==> config.mk <==
export PLATFORM = sky130hd
export DESIGN_NAME = wb_stage
export DESIGN_NICKNAME = d
export VERILOG_FILES = /design/src/rtl/wb_pkg.sv /design/src/rtl/load_ext.sv /design/src/rtl/wb_stage.sv
export SDC_FILE = /design/constraint.sdc
export NUM_CORES = 1
export LEC_CHECK = 0
export BUFFER_PORTS_ARGS = -buffer_cell sky130_fd_sc_hd__buf_2
export CAP_MARGIN = 20
export CELL_PAD_IN_SITES_DETAIL_PLACEMENT = 0
export CELL_PAD_IN_SITES_GLOBAL_PLACEMENT = 2
export CORE_MARGIN = 1.5
export CORE_UTILIZATION = 27
export CTS_BUF_LIST = sky130_fd_sc_hd__clkbuf_8
export DETAILED_ROUTE_END_ITERATION = 8
export PLACE_DENSITY_LB_ADDON = 0.1
export SYNTH_ARGS = -nofsm -noshare
export SYNTH_HDL_FRONTEND = slang
export SYNTH_HIERARCHICAL = 1
export SYNTH_SLANG_ARGS = --single-unit
==> constraint.sdc <==
create_clock -name clk -period 2.7 [get_ports clk]
set_input_delay 0.27 -clock clk [delete_from_list [all_inputs] [get_ports clk]]
set_output_delay 0.27 -clock clk [all_outputs]
set_load 0.03 [all_outputs]
==> src/rtl/wb_pkg.sv <==
// Shared definitions for the writeback stage.
// Writeback source selects and load funct3 codes.
package wb_pkg;

  typedef enum logic [1:0] {
    WB_SEL_ALU = 2'b00,
    WB_SEL_MEM = 2'b01,
    WB_SEL_PC4 = 2'b10,
    WB_SEL_RSV = 2'b11
  } wb_sel_e;

  localparam logic [2:0] F3_LB  = 3'b000;
  localparam logic [2:0] F3_LH  = 3'b001;
  localparam logic [2:0] F3_LW  = 3'b010;
  localparam logic [2:0] F3_LBU = 3'b100;
  localparam logic [2:0] F3_LHU = 3'b101;

endpackage

==> src/rtl/load_ext.sv <==
// Load data extraction: picks byte/half/word from the raw
// memory word and sign/zero-extends it.
// Ports: funct3_i, off_i (byte offset), word_i -> data_o.
module load_ext
  import wb_pkg::*;
#(
  parameter int XLEN = 32
) (
  input  logic [2:0]      funct3_i,
  input  logic [1:0]      off_i,
  input  logic [XLEN-1:0] word_i,
  output logic [XLEN-1:0] data_o
);

  logic [7:0]  byte_w;
  logic [15:0] half_w;

  always_comb begin
    byte_w = word_i[7:0];
    unique case (off_i)
      2'd0: byte_w = word_i[7:0];
      2'd1: byte_w = word_i[15:8];
      2'd2: byte_w = word_i[23:16];
      2'd3: byte_w = word_i[31:24];
      default: byte_w = word_i[7:0];
    endcase
  end

  // off_i[0] is ignored for halfwords.
  assign half_w = off_i[1] ? word_i[31:16]
                           : word_i[15:0];

  always_comb begin
    data_o = word_i;
    unique case (funct3_i)
      F3_LB:  data_o = {{(XLEN-8){byte_w[7]}}, byte_w};
      F3_LBU: data_o = {{(XLEN-8){1'b0}}, byte_w};
      F3_LH:  data_o = {{(XLEN-16){half_w[15]}}, half_w};
      F3_LHU: data_o = {{(XLEN-16){1'b0}}, half_w};
      F3_LW:  data_o = word_i;
      default: data_o = word_i;
    endcase
  end

endmodule

==> src/rtl/wb_stage.sv <==
// MEM/WB register and register-file write driver; counts
// retired instructions. Optional macro WB_BYPASS_EN adds a
// write-to-read bypass (DecAddrA/B, DecDataA/B -> FwdDataA/B).
// Inputs: clk, rst, Mem* fields, Stall, Flush.
// Outputs: AddrD, RegWEn, DataD, WbValid, InstRet.
module wb_stage
  import wb_pkg::*;
#(
  parameter int XLEN  = 32,
  parameter int CNT_W = 64
) (
  input  logic             clk,
  input  logic             rst,
`ifdef WB_BYPASS_EN
  input  logic [4:0]       DecAddrA,
  input  logic [4:0]       DecAddrB,
  input  logic [XLEN-1:0]  DecDataA,
  input  logic [XLEN-1:0]  DecDataB,
  output logic [XLEN-1:0]  FwdDataA,
  output logic [XLEN-1:0]  FwdDataB,
`endif
  input  logic             MemValid,
  input  logic [4:0]       MemRd,
  input  logic             MemRegWEn,
  input  logic [1:0]       MemWbSel,
  input  logic [2:0]       MemFunct3,
  input  logic [XLEN-1:0]  MemAlu,
  input  logic [XLEN-1:0]  MemPc4,
  input  logic [XLEN-1:0]  MemRdata,
  input  logic             Stall,
  input  logic             Flush,
  output logic [4:0]       AddrD,
  output logic             RegWEn,
  output logic [XLEN-1:0]  DataD,
  output logic             WbValid,
  output logic [CNT_W-1:0] InstRet
);

  logic [XLEN-1:0]  ld_data;
  logic [XLEN-1:0]  wb_data;

  logic             valid_q, valid_d;
  logic [4:0]       rd_q, rd_d;
  logic             wen_q, wen_d;
  logic [XLEN-1:0]  data_q, data_d;
  logic [CNT_W-1:0] cnt_q, cnt_d;

  load_ext #(.XLEN(XLEN)) u_load_ext (
    .funct3_i (MemFunct3),
    .off_i    (MemAlu[1:0]),
    .word_i   (MemRdata),
    .data_o   (ld_data)
  );

  always_comb begin
    wb_data = '0;
    unique case (MemWbSel)
      WB_SEL_ALU: wb_data = MemAlu;
      WB_SEL_MEM: wb_data = ld_data;
      WB_SEL_PC4: wb_data = MemPc4;
      default:    wb_data = '0;
    endcase
  end

  // Flush only has to clear valid; the rest may hold.
  always_comb begin
    valid_d = valid_q;
    rd_d    = rd_q;
    wen_d   = wen_q;
    data_d  = data_q;
    if (Flush) begin
      valid_d = 1'b0;
    end else if (!Stall) begin
      valid_d = MemValid;
      rd_d    = MemRd;
      wen_d   = MemRegWEn;
      data_d  = wb_data;
    end
  end

  always_comb begin
    cnt_d = cnt_q;
    if (valid_q && !Stall)
      cnt_d = cnt_q + CNT_W'(1);
  end

  always_ff @(posedge clk or posedge rst) begin
    if (rst) begin
      valid_q <= 1'b0;
      rd_q    <= '0;
      wen_q   <= 1'b0;
      data_q  <= '0;
      cnt_q   <= '0;
    end else begin
      valid_q <= valid_d;
      rd_q    <= rd_d;
      wen_q   <= wen_d;
      data_q  <= data_d;
      cnt_q   <= cnt_d;
    end
  end

  assign AddrD   = rd_q;
  assign DataD   = data_q;
  assign WbValid = valid_q;
  assign InstRet = cnt_q;
  // x0 writes never reach the register file.
  assign RegWEn  = valid_q & wen_q & (rd_q != 5'd0);

`ifdef WB_BYPASS_EN
  assign FwdDataA = (RegWEn && AddrD == DecAddrA)
                  ? DataD : DecDataA;
  assign FwdDataB = (RegWEn && AddrD == DecAddrB)
                  ? DataD : DecDataB;
`endif

endmodule

# Yosys cells after proc, flatten, opt, wreduce, memory -nomap -nowiden
# Index checks and enable logic that the tools add are counted.
[word_totals]
in_bits = 112
elab_cells = 32
ff_bits = 103
[op_classes]
n_addsub = 1
bitwise = 4
n_reduce_logical = 7
n_mux = 6
n_eq_ne = 9
[ops]
columns = ["operator", "n"]
rows = [
  ["$pmux 32 s4", 1],
  ["$pmux 32 s3", 1],
  ["$add 64x1->64 const B", 1],
  ["$pmux 8 s4", 1],
  ["$mux 16", 1],
  ["$eq 2x2->1 const B", 3],
  ["$eq 3x3->1 const B", 2],
  ["$reduce_bool 5->1", 1],
  ["$eq 2x1->1 const B", 2],
  ["$logic_not 2->1", 2],
  ["$eq 3x1->1 const B", 1],
  ["$logic_not 3->1", 1],
  ["$and 1x1->1", 2],
  ["$mux 1", 2],
  ["$ne 2x1->1 const B", 1],
  ["$not 1->1", 2],
  ["$reduce_and 2->1", 1],
  ["$logic_and 1x1->1", 1],
  ["$logic_not 1->1", 1],
]

# Depth between registers and ports, before layout
# Gate-level depths: netlist of the first run.
[depth]
depth_word = 4
ltp_mapped = 8

# Hierarchy
# Netlist of the first run, hierarchy kept.
[modules_own_cells]
columns = ["module", "n_inst", "area_per_inst_um2", "cells_per_inst", "seq_area_each_um2"]
rows = [
  ["wb_stage", 1, 5046.1, 504, 2577.5],
  ["load_ext", 1, 668.1, 111, 0.0],
]

# Worst setup path before layout of the first run
# Ideal clock, no wire load.
[synth_path]
path_kind = "register to register"
startpoint = "register cnt_q[36] (netlist: InstRet[36])"
endpoint = "register cnt_q[52] (netlist: InstRet[52])"
t_arrival_ps = 1921
setup_ps = 134
stages_incl_launch_ff = 7
required_time_ps = 2566
path_slack_ps = 645
path_cell_list = "dfrtp_1 -> nand4_1 -> nor4_2 -> nand4_1 -> buf_2 -> or3_1 -> xnor2_1"
[synth_between]
elab_chain_cells = 1
[synth_lines]
columns = ["item", "line_no", "source"]
rows = [
  ["start: declaration", "wb_stage.sv:46", "logic [CNT_W-1:0] cnt_q, cnt_d;"],
  ["start signal: assignment", "wb_stage.sv:99", "cnt_q <= cnt_d;"],
  ["$add 64x1->64", "wb_stage.sv:84", "cnt_d = cnt_q + CNT_W'(1);"],
]
# No other way between the ends.
# A chain may end at the register's enable or synchronous reset.

# Final worst setup path of the first run
[layout_path]
startpoint = "register cnt_q[23] (netlist: InstRet[23])"
endpoint = "register cnt_q[53] (netlist: InstRet[53])"
# Same word-level chain as after synthesis.

==> results.tsv, run 1 <==
stage	metric	value	unit
route	DR vias	5066	
yosys	mean cell area of the mapped netlist	9.29	um^2
global_routing	global-route total usage across every layer	17.0	%
die	height of the die	148	um
timing	final count of pins violating max slew	0	
timing	final critical path time including I/O delays and setup	2.29	ns
die	initial cell density of the core	27.4	%
setup_path	r2r startpoint	InstRet[23]$_DFFE_PP0P_	
yosys	gate count of the mapped netlist	615	
clock_network	total CTS buffers	9	
die	Site Rows	53	
timing	clock tree skew after final layout	0.0181	ns
cells_and_area	number of filler cells placed in the layout	2243	
clock_network	clock tree buffer depth	2	
setup_path	CP startpoint	InstRet[23]$_DFFE_PP0P_	
setup_path	maximum net fanout on the critical path	6	
clock_network	H-Tree Level Count	3	
flow_run	max-cap violations	0	
min_path	kind of path behind the tightest hold check	input pin to async pin	
route	ratio of routed vias to standard cells	4.64	
route	total DRC errors in the routed layout	0	
cells_and_area	share of post-route cells with drive strength above 1	32.3	%
die	area of the die	22000	um^2
timing	highest clock frequency the design can meet	437	MHz
power_and_ir_drop	Worst IR Drop VDD	0.000213	V
timing	hold_ws	0.0132	ns
power_and_ir_drop	reported leakage power	3.79	nW
timing	number of endpoints failing setup at the final stage	0	
global_routing	number of global-route vias before repair	5051	
yosys	synthesis-stage register bit count	103	
timing	hold violation total from the final report	0	
route	remaining number of nets flagged by the antenna check after routing	0	
clock_network	hold buffer count at cts	0	
yosys	Seq/Total Area, Yosys	45.1	%
setup_path	arrival time at the worst endpoint	2.59	ns
timing	summed negative setup slack over all endpoints	0	ns
global_routing	gr ovfl total	0	
route	length of the first detailed-routing pass in iterations	4	
route	post-detailed-route wirelength per cell	17.1	um
cells_and_area	most frequent cells in the layout	sky130_fd_sc_hd__buf_2 (214), sky130_fd_sc_hd__dfrtp_1 (103), sky130_fd_sc_hd__nand2_1 (99), sky130_fd_sc_hd__nor2_1 (54), sky130_fd_sc_hd__xnor2_1 (39)	
power_and_ir_drop	power density relative to cell area	497	nW/um^2
yosys	number of enable-type register cells in the synthesized netlist	0	
yosys	Yosys Warn Count	6	
clock_network	clock latency of the later-clocked register in the worst-skew pair	0.38	ns
cells_and_area	diode count	0	
yosys	mapped cell area	5710	um^2
clock_network	clock tree from TritonCTS	yes	
setup_path	Setup crit end	InstRet[53]$_DFFE_PP0P_	
yosys	count of cell types in the netlist	47	
clock_network	clock tree sinks	103	
route	initial DRC count	174	
timing	Period Utilization, post-route	84.7	%
setup_path	CP Data Required Time	3.00	ns
cells_and_area	area growth from synthesis to final layout	27.4	%
placement	hpwl dp	14100	um
setup_path	element type at the critical path end	flop	
die	Core Footprint	20900	um^2
placement	Port Buffers	214	
die	Die X	148	um
clock_network	clk root buf	sky130_fd_sc_hd__clkbuf_8	
status	status	finished clean	
setup_path	worst reg-to-reg path cell count	6	
clock_network	Clk pin slew, worst setup/hold paths	0.11	ns
timing	Worst-Margin Slew	0.728	ns
clock_network	Post-CTS Setup Repair Bufs	0	
setup_path	class of the most critical setup path	flop to flop	
timing	normalized max-slew margin	51.2	%
placement	placer congestion estimate	0.856	
global_routing	largest net degree at the start of global routing	104	
setup_path	endpoint of the most critical register-to-register path	InstRet[53]$_DFFE_PP0P_	
yosys	Post-synth ARST share	100	%
yosys	Top FF cell, synth	sky130_fd_sc_hd__dfrtp_1	
timing	RSZ-0062 raised after global routing	no	
yosys	synthesized net count	728	
setup_path	Critical Path Start Type	flop	
cells_and_area	final-stage net count	925	
cells_and_area	most common cell after layout, fill and taps aside	sky130_fd_sc_hd__buf_2	
global_routing	initial antenna violation count	0	
die	I/O pin cnt	215	
setup_path	reg2reg setup slack	0.41	ns
route	wire length reported by the detailed router	18600	um
global_routing	wire length of the first global-routing pass	28900	um
## state kept, by name (all words and copies together) (netlist names)
| signal | cells |
|---|---|
| WbValid | 1 |
| wen_q | 1 |
| InstRet | 64 |
| DataD | 32 |
| AddrD | 5 |
## cells in the mapped netlist (3+ instances only)
library cell / n / area [um^2]
sky130_fd_sc_hd__and3_1: 4 / 25.0
sky130_fd_sc_hd__nor4_2: 5 / 62.6
sky130_fd_sc_hd__o21ai_1: 8 / 40.0
sky130_fd_sc_hd__dfrtp_1: 103 / 2580
sky130_fd_sc_hd__mux2_2: 7 / 78.8
sky130_fd_sc_hd__o21ai_0: 32 / 160
sky130_fd_sc_hd__clkbuf_1: 28 / 105
sky130_fd_sc_hd__nor3_1: 12 / 60.1
sky130_fd_sc_hd__inv_1: 10 / 37.5
sky130_fd_sc_hd__and4_1: 4 / 35.0
sky130_fd_sc_hd__nand4_1: 19 / 119
sky130_fd_sc_hd__nor2_1: 54 / 203
sky130_fd_sc_hd__nand2_1: 99 / 372
sky130_fd_sc_hd__nor2b_1: 4 / 25.0
sky130_fd_sc_hd__a221o_1: 8 / 80.1
sky130_fd_sc_hd__nor4_1: 3 / 18.8
sky130_fd_sc_hd__a22oi_1: 7 / 52.6
sky130_fd_sc_hd__xnor2_1: 39 / 342
sky130_fd_sc_hd__xor2_1: 24 / 210
sky130_fd_sc_hd__mux2i_1: 34 / 340
sky130_fd_sc_hd__nand2b_1: 9 / 56.3
sky130_fd_sc_hd__buf_2: 6 / 30.0
sky130_fd_sc_hd__a21oi_1: 34 / 170
sky130_fd_sc_hd__nand3_1: 17 / 85.1
sky130_fd_sc_hd__a21o_1: 17 / 128
## critical path, cell delays in order, from the launching register on
cell and delay, ns:
sky130_fd_sc_hd__dfrtp_1 0.45, sky130_fd_sc_hd__nand4_1 0.25, sky130_fd_sc_hd__nor4_2 0.44, sky130_fd_sc_hd__nand4_1 0.33
sky130_fd_sc_hd__buf_4 0.27, sky130_fd_sc_hd__nor4_1 0.30, sky130_fd_sc_hd__xor2_1 0.18
## cell type report
type | count | area, um^2 | area share (%)
multi-input combinational | 466 | 2960 | 40.6
clock inverter | 7 | 78.8 | 1.08
tap | 275 | 344 | 4.73
sequential | 103 | 2580 | 35.4
clock buffer | 9 | 124 | 1.70
inverter | 10 | 41.3 | 0.567
timing repair buffer | 222 | 1160 | 15.9
## logic make-up after synthesis
family,synth area share [%]
and+or+nand+nor,22.0
AOI/OAI and AO/OA,12.0
DFF,45.1
xor gates and xnor gates,9.66
buffers and inverters,3.31
muxes,7.73
adders and majority gates,0.219
## how the worst min path moves through the flow
stage               startpoint                   end  slack, ns  depth (start not counted)
global route             Flush   WbValid$_DFFE_PP0P_       0.04                          2
CTS                      Flush   WbValid$_DFFE_PP0P_       0.01                          2
finish                     rst  DataD[2]$_DFFE_PP0P_       0.01                          3
detailed placement       Flush   WbValid$_DFFE_PP0P_       0.44                          2
global placement         Flush   WbValid$_DFFE_PP0P_       0.44                          2
floorplan                Flush   WbValid$_DFFE_PP0P_       0.34                          1
## power by group
group	switching (mW)	leakage, nW	internal (mW)
clock	0.611	0.109	0.444
combinational	0.542	2.31	0.292
sequential	0.0852	1.37	1.65
total	1.24	3.79	2.38
## through the flow
step	area [um^2]	util (%)	cells	total power, mW	setup slack, ns
after floorplan	5720	-	615	2.28	0.645
after global placement	7070	33.8	1076	2.60	0.396
after detailed placement	7070	33.8	1076	2.61	0.224
after CTS	7270	34.8	1092	3.70	0.206
after global routing	7280	34.8	1092	3.84	0.144
final	7280	34.8	1092	3.62	0.413
## layer usage
metal / vias to the layer above / GRT usage [%] / wire length (um)
met3: 19 / 3.44 / 1050
li1: 2521 / - / -
met5: - / 0 / 0
met4: 0 / 5.40 / 321
met1: 2387 / 24.0 / 8960
met2: 139 / 26.0 / 8300
## timing repair
action,in CTS,in global routing
setup endpoints to repair,0,1
resized for setup,0,1
endpoints found under the hold margin,0,0
Power figures use the tool's default switching activity.
==> run 2, diff against run 1 <==
--- a/config.mk
+++ b/config.mk
@@ -10,7 +10,7 @@
 export CELL_PAD_IN_SITES_DETAIL_PLACEMENT = 0
 export CELL_PAD_IN_SITES_GLOBAL_PLACEMENT = 2
 export CORE_MARGIN = 1.5
-export CORE_UTILIZATION = 27
+export CORE_UTILIZATION = 29
 export CTS_BUF_LIST = sky130_fd_sc_hd__clkbuf_8
 export DETAILED_ROUTE_END_ITERATION = 8
 export PLACE_DENSITY_LB_ADDON = 0.1
==> constraint.sdc (replaced) <==
create_clock -name clk -period 2.11 [get_ports clk]
set_input_delay 0.211 -clock clk [delete_from_list [all_inputs] [get_ports clk]]
set_output_delay 0.211 -clock clk [all_outputs]
set_load 0.03 [all_outputs]
==> run 2 against run 1 <==
Worst hold slack improved by 0.036 ns. Global-route usage increased by 0.98 points. Final area increased by 3.7%. Worst setup slack got worse by 0.35 ns. Routed wire length decreased by 2.5%. Critical path depth decreased by 1. Sequential power increased by 27%. Largest cell class unchanged. Cell count increased by 2.4%. Fmax increased by 12%. Highest routed layer unchanged.
==> results.tsv, run 2 (same netlist as run 1, synthesis figures left out) <==
stage	metric	value	unit	change
setup_path	CP Data Required Time	2.42	ns	-0.58 ns
setup_path	worst reg-to-reg path cell count	5		-1
status	status	finished clean		
die	Die X	143	um	-3.4%
global_routing	global-route total usage across every layer	18.0	%	+0.98 points
timing	normalized max-slew margin	61.5	%	+10 points
die	height of the die	143	um	-3.4%
timing	RSZ-0062 raised after global routing	yes		
clock_network	clock tree sinks	103		unchanged
cells_and_area	number of filler cells placed in the layout	2085		-7.0%
setup_path	r2r startpoint	InstRet[4]$_DFFE_PP0P_		
clock_network	Clk pin slew, worst setup/hold paths	0.11	ns	about the same
cells_and_area	area growth from synthesis to final layout	32.1	%	
global_routing	number of global-route vias before repair	5268		+4.3%
power_and_ir_drop	Worst IR Drop VDD	0.000554	V	+160%
cells_and_area	most frequent cells in the layout	sky130_fd_sc_hd__buf_2 (214), sky130_fd_sc_hd__dfrtp_1 (100), sky130_fd_sc_hd__nand2_1 (99), sky130_fd_sc_hd__nor2_1 (53), sky130_fd_sc_hd__xnor2_1 (39)		
setup_path	reg2reg setup slack	0.06	ns	-0.35 ns
global_routing	gr ovfl total	0		unchanged
power_and_ir_drop	fraction of power spent switching nets	34.6	%	+0.41 points
cells_and_area	max FFs per register	64		unchanged
route	initial DRC count	201		+16%
cells_and_area	share of post-route cells with drive strength above 1	35.4	%	+3.1 points
timing	hold violation total from the final report	0		unchanged
clock_network	clock tree from TritonCTS	yes		
cells_and_area	most common cell after layout, fill and taps aside	sky130_fd_sc_hd__buf_2		
setup_path	arrival time at the worst endpoint	2.35	ns	-0.24 ns
clock_network	H-Tree Level Count	3		unchanged
timing	smallest setup slack after layout	0.0634	ns	-0.350 ns
die	area of the die	20600	um^2	-6.8%
placement	Port Buffers	214		unchanged
min_path	WHS Endpoint	AddrD[0]$_DFFE_PP0P_		
setup_path	maximum net fanout on the critical path	11		+5
power_and_ir_drop	share of total power in the clock network	27.7	%	-1.4 points
timing	clock tree skew after final layout	0.0192	ns	+0.00106 ns
clock_network	clk root buf	sky130_fd_sc_hd__clkbuf_8		
timing	hold_ws	0.0489	ns	+0.0357 ns
setup_path	Critical Path Start Type	flop		
power_and_ir_drop	net load switching power	1.58	mW	+28%
setup_path	class of the most critical setup path	flop to flop		
power_and_ir_drop	power density relative to cell area	605	nW/um^2	+22%
power_and_ir_drop	cell internal pwr	2.99	mW	+25%
cells_and_area	finished layout cell area	7550	um^2	+3.7%
placement	pre-CTS setup slack	0.0649	ns	-0.159 ns
min_path	number of cells traversed by the worst hold path	2		
flow_run	max-cap violations	0		unchanged
route	ratio of routed vias to standard cells	4.68		+0.84%
route	wire length reported by the detailed router	18200	um	-2.5%
power_and_ir_drop	portion of total power attributed to sequential cells	48.2	%	+0.4 points
timing	highest clock frequency the design can meet	489	MHz	+12%
timing	final count of pins violating max slew	0		unchanged
min_path	kind of path behind the tightest hold check	input pin to flop		
setup_path	endpoint of the most critical register-to-register path	InstRet[53]$_DFFE_PP0P_		
timing	Period Utilization, post-route	97.0	%	+12 points
clock_network	clock latency of the later-clocked register in the worst-skew pair	0.39	ns	about the same
clock_network	total CTS buffers	9		unchanged
placement	instance area after placement	7300	um^2	+3.2%
power_and_ir_drop	share of power burned in combinational logic	24.1	%	+1.1 points
timing	summed negative setup slack over all endpoints	0	ns	unchanged
route	DR vias	5230		+3.2%
die	I/O pin cnt	215		unchanged
route	remaining number of nets flagged by the antenna check after routing	0		unchanged
min_path	startpoint of the tightest hold check path	MemRd[0]		
global_routing	wire length of the first global-routing pass	28400	um	-1.5%
route	post-detailed-route wirelength per cell	16.2	um	-4.8%
die	Core Footprint	19400	um^2	-7.1%
placement	hpwl dp	13800	um	-2.3%
global_routing	largest net degree at the start of global routing	104		unchanged
power_and_ir_drop	reported leakage power	3.98	nW	+5.1%
route	length of the first detailed-routing pass in iterations	6		+2
route	total DRC errors in the routed layout	0		unchanged
cells_and_area	Post-Route Utilization	38.9	%	+4.1 points
placement	placer congestion estimate	0.800		-6.6%
global_routing	initial antenna violation count	2		+2
die	Site Rows	51		-3.8%
clock_network	clock tree buffer depth	2		unchanged
die	initial cell density of the core	29.5	%	+2.1 points
setup_path	element type at the critical path end	flop		
timing	number of endpoints failing setup at the final stage	0		unchanged
timing	Worst-Margin Slew	0.577	ns	-0.151 ns
timing	final critical path time including I/O delays and setup	2.05	ns	-0.240 ns
cells_and_area	final-stage net count	959		+3.7%
run 2: cell count changes in the layout (fill, tap and decap cells not counted), sizes merged:
cell | previous run | this run
clkinv | 2 | 3
clkbuf | 9 | 10
diode | 0 | 2
bufinv | 1 | 0
inv | 13 | 12
buf | 222 | 254
dlygate4sd3 | 0 | 2
run 2: through the flow:
stage | std cells | power [mW]
final | 1118 | 4.57
after global routing | 1118 | 4.83
after CTS | 1116 | 4.65
after detailed placement | 1098 | 3.36
after global placement | 1098 | 3.34
after floorplan | 615 | 2.91
run 2: area by class of cell:
type,count,area [um^2],share of cell area [%]
tap,265,332,4.39
sequential,103,2580,34.2
clock inverter,6,50.0,0.663
clock buffer,10,138,1.82
inverter,10,41.3,0.547
antenna,2,5.00,0.0663
multi-input combinational,466,2990,39.5
timing repair buffer,256,1420,18.8
run 2: worst max-delay path by stage:
stage | start | cells past startpoint | end
final | InstRet[4]$_DFFE_PP0P_ | 5 | InstRet[53]$_DFFE_PP0P_
after global routing | InstRet[4]$_DFFE_PP0P_ | 5 | InstRet[53]$_DFFE_PP0P_
after CTS | InstRet[39]$_DFFE_PP0P_ | 6 | InstRet[52]$_DFFE_PP0P_
after detailed placement | InstRet[23]$_DFFE_PP0P_ | 6 | InstRet[52]$_DFFE_PP0P_
after global placement | InstRet[39]$_DFFE_PP0P_ | 6 | InstRet[52]$_DFFE_PP0P_
after floorplan | InstRet[36]$_DFFE_PP0P_ | 6 | InstRet[52]$_DFFE_PP0P_
run 2: critical path, stage by stage, from the launching register on:
cell and delay (ns):
sky130_fd_sc_hd__dfrtp_1 0.46, sky130_fd_sc_hd__nand4_4 0.21, sky130_fd_sc_hd__nor4_4 0.43, sky130_fd_sc_hd__nand3_2 0.32
sky130_fd_sc_hd__nor4_1 0.39, sky130_fd_sc_hd__xor2_1 0.18
run 2: timing repair:
action	4_1_cts	5_1_grt
buffers inserted	0	0
endpoints found under the hold margin	29	0
hold buffers	2	0
resized for setup	0	8
setup endpoints to repair	0	17
run 2: power groups by stage:
stage,clock [mW],combinational [mW],sequential (mW)
6_report,1.26,1.10,2.20
5_1_grt,1.40,1.21,2.22
4_1_cts,1.33,1.12,2.21
3_5_place_dp,0,1.11,2.24
3_3_place_gp,0,1.11,2.23
2_1_floorplan,0,0.400,2.51
run 2: per-layer routing:
| layer | part of all wire, % | global-route usage (%) | up-vias | routed length, um |
|---|---|---|---|---|
| li1 | - | - | 2591 | - |
| met2 | 47 | 28.8 | 149 | 8470 |
| met1 | 45 | 23.9 | 2470 | 8210 |
| met3 | 6.5 | 4.23 | 20 | 1180 |
| met4 | 1.7 | 5.85 | 0 | 301 |
| met5 | 0 | 0 | - | 0 |
